File: src/rtl/spi_master_gen.sv
`timescale 1ns / 1ps
// spi_master_gen - parametrised SPI master, all four modes per transaction.
//
// Parameters
//   DATA_W  : bits per word, shifted MSB first (>= 1)
//   CLK_DIV : SCLK half-period in clk cycles (>= 2)
//   NUM_CS  : number of active-low chip selects (>= 1)
//   CS_W    : width of cs_sel
//
// Ports
//   clk, rst          : system clock, synchronous active-high reset
//   start             : transaction request, taken only while busy = 0
//   cpol, cpha        : SPI mode, latched at accept
//   keep_cs           : leave the chip select asserted after this word
//   cs_sel            : target slave, ignored while a select is being held
//   data_in           : word to transmit, latched at accept
//   miso              : serial data from the slave
//   busy, done        : transfer in progress / one-cycle completion pulse
//   data_out          : received word, updated in the done cycle
//   sclk, mosi, cs_n  : SPI pins
module spi_master_gen #(
  parameter int DATA_W  = 8,
  parameter int CLK_DIV = 4,
  parameter int NUM_CS  = 1,
  parameter int CS_W    = (NUM_CS > 1) ? $clog2(NUM_CS) : 1
) (
  input  logic              clk,
  input  logic              rst,
  input  logic              start,
  input  logic              cpol,
  input  logic              cpha,
  input  logic              keep_cs,
  input  logic [CS_W-1:0]   cs_sel,
  input  logic [DATA_W-1:0] data_in,
  input  logic              miso,
  output logic              busy,
  output logic              done,
  output logic [DATA_W-1:0] data_out,
  output logic              sclk,
  output logic              mosi,
  output logic [NUM_CS-1:0] cs_n
);

  localparam int EDGES  = 2 * DATA_W;
  localparam int DIV_W  = $clog2(CLK_DIV);
  localparam int ECNT_W = $clog2(EDGES + 1);

  typedef enum logic [2:0] {S_IDLE, S_LEAD, S_XFER, S_TRAIL, S_GAP} state_t;

  state_t            state;
  logic [DIV_W-1:0]  div;
  logic [ECNT_W-1:0] ecnt;
  logic              cpha_q;
  logic              keep_q;
  logic              cs_hold;
  logic [CS_W-1:0]   held_sel;
  logic [DATA_W-1:0] tx_sr;
  logic [DATA_W-1:0] rx_sr;

  logic              div_last;
  logic              edge_tick;
  logic [ECNT_W-1:0] edge_nxt;
  logic              last_edge;
  logic              sample_edge;
  logic              shift_edge;
  logic [CS_W-1:0]   acc_sel;

  assign div_last  = (div == DIV_W'(CLK_DIV - 1));
  assign edge_tick = div_last && ((state == S_LEAD) || (state == S_XFER));
  // edge_nxt is the 1-based number of the sclk edge produced on this tick
  assign edge_nxt  = ecnt + ECNT_W'(1);
  assign last_edge = (edge_nxt == ECNT_W'(EDGES));
  // odd edges lead, even edges trail; cpha swaps which one samples
  assign sample_edge = cpha_q ? ~edge_nxt[0] : edge_nxt[0];
  // with cpha=0 the MSB is already on mosi, so the final trailing edge has nothing left to shift
  assign shift_edge  = cpha_q ? edge_nxt[0] : (~edge_nxt[0] & ~last_edge);
  // a held select survives the IDLE state and overrides cs_sel on the next accept
  assign acc_sel = cs_hold ? held_sel : cs_sel;

  always_ff @(posedge clk) begin
    done <= 1'b0;
    if (rst) begin
      state    <= S_IDLE;
      div      <= '0;
      ecnt     <= '0;
      busy     <= 1'b0;
      sclk     <= 1'b0;
      mosi     <= 1'b0;
      cs_n     <= '1;
      data_out <= '0;
      cs_hold  <= 1'b0;
    end else begin
      if (edge_tick) begin
        sclk <= ~sclk;
        ecnt <= edge_nxt;
        if (sample_edge) rx_sr <= (rx_sr << 1) | DATA_W'(miso);
        if (shift_edge) begin
          mosi  <= tx_sr[DATA_W-1];
          tx_sr <= tx_sr << 1;
        end
      end

      case (state)
        S_IDLE: begin
          div <= '0;
          if (start) begin
            state    <= S_LEAD;
            busy     <= 1'b1;
            ecnt     <= '0;
            cpha_q   <= cpha;
            keep_q   <= keep_cs;
            held_sel <= acc_sel;
            cs_n     <= ~(NUM_CS'(1) << acc_sel);
            sclk     <= cpol;
            if (!cpha) begin
              mosi  <= data_in[DATA_W-1];
              tx_sr <= data_in << 1;
            end else begin
              tx_sr <= data_in;
            end
          end
        end

        S_LEAD: begin
          if (div_last) begin
            div   <= '0;
            state <= S_XFER;
          end else begin
            div <= div + DIV_W'(1);
          end
        end

        S_XFER: begin
          if (div_last) begin
            div <= '0;
            if (last_edge) state <= S_TRAIL;
          end else begin
            div <= div + DIV_W'(1);
          end
        end

        S_TRAIL: begin
          if (div_last) begin
            div <= '0;
            if (keep_q) begin
              state    <= S_IDLE;
              busy     <= 1'b0;
              done     <= 1'b1;
              data_out <= rx_sr;
              cs_hold  <= 1'b1;
            end else begin
              state   <= S_GAP;
              cs_n    <= '1;
              cs_hold <= 1'b0;
            end
          end else begin
            div <= div + DIV_W'(1);
          end
        end

        S_GAP: begin
          if (div_last) begin
            div      <= '0;
            state    <= S_IDLE;
            busy     <= 1'b0;
            done     <= 1'b1;
            data_out <= rx_sr;
          end else begin
            div <= div + DIV_W'(1);
          end
        end

        default: begin
          state <= S_IDLE;
          div   <= '0;
        end
      endcase
    end
  end

endmodule

File: config.mk
export PLATFORM = sky130hd
export DESIGN_NAME = spi_master_gen
export DESIGN_NICKNAME = d
export VERILOG_FILES = /design/src/rtl/spi_master_gen.sv
export SDC_FILE = /design/constraint.sdc
export NUM_CORES = 1
export LEC_CHECK = 0
export CORE_MARGIN = 2
export CORE_UTILIZATION = 40
export CTS_BUF_LIST = sky130_fd_sc_hd__clkbuf_8 sky130_fd_sc_hd__clkbuf_16
export DETAILED_ROUTE_END_ITERATION = 12
export RECOVER_POWER = 25
export SYNTH_ARGS = -nofsm -noshare
export SYNTH_HDL_FRONTEND = slang
export SYNTH_SLANG_ARGS = --single-unit
File: constraint.sdc
create_clock -name clk -period 2.2 [get_ports clk]
set_input_delay 0.66 -clock clk [delete_from_list [all_inputs] [get_ports clk]]
set_output_delay 0.66 -clock clk [all_outputs]
set_load 0.02 [all_outputs]
==> key figures <==
Flow run
  – # Max-Cap Violations: 0

Critical path
  – Req. time, crit path: 2260 ps
  – Critical path capture point type: register
  – CP max-delay cell: clkdlybuf4s50_1
  – Critical-path maximum fanout: 5
  – CP Depth: 5
  – CP bufs+invs: 1
  – Arr. time, crit path: 2200 ps
  – CP Cell Sequence: clkdlybuf4s50_1 -> nand2b_4 -> or3_1 -> and3_4 -> a311o_1
  – Top Family by Delay on Critical Path: simple AND/OR/NAND/NOR gates
  – CP max stage delay: 530 ps
  – FF-to-FF path depth: 7
  – CP startpoint kind: primary input
  – WS Path Type: primary input to register

Synthesis
  – Synth area leader: edfxtp_1
  – YS warnings: 0
  – Synthesis-stage register bit count: 43
  – Distinct cells, synth: 55
  – Seq/Total Area, Yosys: 45.98%
  – Share of the synthesized area in the top cell type: 24.96%
  – Mapped Cells: 234
  – Ys flop type: dfxtp_1
  – Syn avg cell area: 9.769 sq um
  – Synth async-reset ratio: 0%
  – Post-Syn Nets: 252
  – Synth top area cells: edfxtp_1, dfxtp_1, mux2i_1, nor2_1, a211oi_1
  – Synth Cell Area: 2286 sq um
  – Post-synth EDFFs: 19

Timing
  – Min cycle time layout: 2140 ps
  – Period utilization: 97.26%
  – Worst setup margin: 60.22 ps
  – Achievable frequency: 467.3 MHz
  – Setup Skew: 9.880 ps
  – Setup TNS: 0 ps
  – RSZ-0062 raised after global routing: false
  – Fin. max-slew vios: 0
  – Fin. Hold Viols: 0
  – Worst slew pin tran: 710.5 ps
  – Setup violators final: 0
  – Relative slew slack: 52.63%

Clocking
  – Hold_buf cts: 0
  – Clk buf depth: 2
  – Reg clk slew, reported paths: 90 ps
  – Clock Latency Late Sink: 300 ps
  – CTS tree: done
  – CTS root buf: clkbuf_8
  – Clk sink count: 43
  – Total CTS buffers: 5
  – H-tree levels: 2

Detailed routing
  – Vias per cell: 5.265
  – DR pass1 iterations: 4
  – Residual DRC count: 0
  – Wire per inst: 13.99 microns
  – DR iter-0 viols: 85
  – Antenna-violating nets left: 0
  – Post-Route WL: 4755 microns
  – Vias: 1790

Layout
  – Fill count: 532
  – Antenna diodes: 0
  – Most frequent cells in the layout: nor2_1, dfxtp_1, clkdlybuf4s50_1
  – Share of cells above drive strength 1: 12.31%
  – Sequential Area: 1051 sq um
  – Commonest non-fill, non-tap cell in the layout: nor2_1
  – Non-filler cells, final: 340
  – Area grow syn2layout: 20.69%
  – Multi-input logic area: 1090 sq um
  – Final #Nets: 285

Power
  – Internal: 0.001198 W
  – Logic pwr share: 13.0%
  – Net switching power: 0.0004279 W
  – Leak: 1.055 nW
  – PwrDens: 589.3 nW/um^2
  – Peak VDD IR: 0.0004517 V
  – Sw frac: 26.31%
  – Tot Pwr: 0.001626 W
  – Clock network power share: 31.9%
  – Sequential power share: 55.1%

Global route
  – Global Route Usage Sum: 16.78%
  – Number of global-route vias before repair: 1743
  – Grt ovf: 0
  – Pin count of the biggest net entering global routing: 16
  – First-pass GRT wire length: 8452 microns
  – Initial antenna violation count: 0

Hold path
  – Hold Path Stages: 1
  – Hold crit path type: register to register

Run status
  – Outcome: complete, no violations

Die
  – Core area: 5507 sq um
  – DIE HEIGHT: 79.60 microns
  – Initial core utilization: 41.51%
  – Die area: 6335 sq um
  – Die Span X: 79.60 microns
  – I/O pin count: 29
  – Cell Rows: 27

Placement
  – Placed Instances: 332
  – Pre-CTS setup slack: -254.5 ps
  – Gpl congestion: 0.8392
  – Port Buffer Count: 28
  – HPWL after DPL: 3433 microns
-- per-layer routing --
layer,routed length (microns),global-route usage (%),part of all wire [%],up-vias
li1,-,-,-,909
met1,2388,24.87,50,848
met2,2177,24.45,46,24
met3,115,3.167,2.4,9
met4,73,5.517,1.5,0
met5,0,0,0,-
-- cells in the mapped netlist, types with 2 or more instances --
| master | n |
|---|---|
| nor3_1 | 7 |
| dfxtp_1 | 24 |
| xnor2_1 | 3 |
| nor4_1 | 5 |
| buf_6 | 5 |
| a211oi_1 | 8 |
| o21ai_1 | 7 |
| a311o_1 | 2 |
| a21oi_1 | 11 |
| or3_1 | 2 |
| edfxtp_1 | 19 |
| ha_1 | 2 |
| nand2b_1 | 4 |
| clkbuf_1 | 6 |
| xor2_1 | 4 |
| inv_1 | 12 |
| nand2_1 | 12 |
| nand3_1 | 5 |
| o21ai_0 | 4 |
| nor2b_1 | 3 |
| o221ai_1 | 6 |
| mux2i_1 | 17 |
| buf_2 | 3 |
| a31oi_1 | 2 |
| and3_1 | 2 |
| nor2_1 | 30 |
-- worst reg2reg max path, cell delays in order (launching register included) --
cell and delay, ps:
dfxtp_1 340, ha_1 190, nand2b_1 180, or2_4 340, buf_4 170, a211oi_1 310, a21oi_1 120, o21ai_1 100
-- final cells by class --
cell class | instances | area share, %
clock buffers | 5 | 2.494
well taps | 72 | 3.265
clock inverters | 3 | 0.8617
inverters | 12 | 1.633
flip-flops and latches | 43 | 38.10
multi-input cells | 163 | 39.50
repair buffers | 42 | 14.15
-- power by group through the flow --
stage	Sequential (W)	Clock [W]	Combinational, W
global route	0.000902	0.000570	0.000239
global placement	0.000914	0	0.000213
CTS	0.000896	0.000537	0.000217
finish	0.000896	0.000518	0.000212
detailed placement	0.000915	0	0.000216
floorplan	0.000910	0	0.000138
-- final timing paths --
check	from	endpoint	slack (ps)
worst max-delay path	start	tx_sr[0]	60
worst min-delay path	div[0]	div[0]	420
worst max register to register	div[0]	tx_sr[2]	330
worst min register to register	div[0]	div[0]	420
-- sequential cells by signal (all words and copies together) (netlist names), 2 cells and up --
signal and flops:
data_out 8, div 2, ecnt 5, rx_sr 8, state 3, tx_sr 8
-- stage by stage --
| stage | utilization [%] | hold slack (ps) | cell area, sq um |
|---|---|---|---|
| global route | 50.10 | 446.2 | 2759 |
| CTS | 50.15 | 426.9 | 2761 |
| global placement | 48.47 | 411.5 | 2669 |
| floorplan | - | 395.8 | 2286 |
| finish | 50.10 | 417.5 | 2759 |
| detailed placement | 48.47 | 414.2 | 2669 |
-- logic make-up (layout without fill, tap and decap cells) --
group	Yosys count	count (layout)	synth area share (%)
AOI/OAI and AO/OA	50	50	14.94
xor gates and xnor gates	8	8	3.886
adders and majority gates	2	2	1.095
buffers and inverters	28	62	6.568
DFF	43	43	45.98
muxes	19	19	8.538
and+or+nand+nor	84	84	18.99
-- what timing repair did --
action | CTS | global route
setup buffers | 0 | 0
endpoints found under the setup margin | 0 | 1
resized for setup | 0 | 1
No activity file was read; power rests on OpenSTA's default activity.
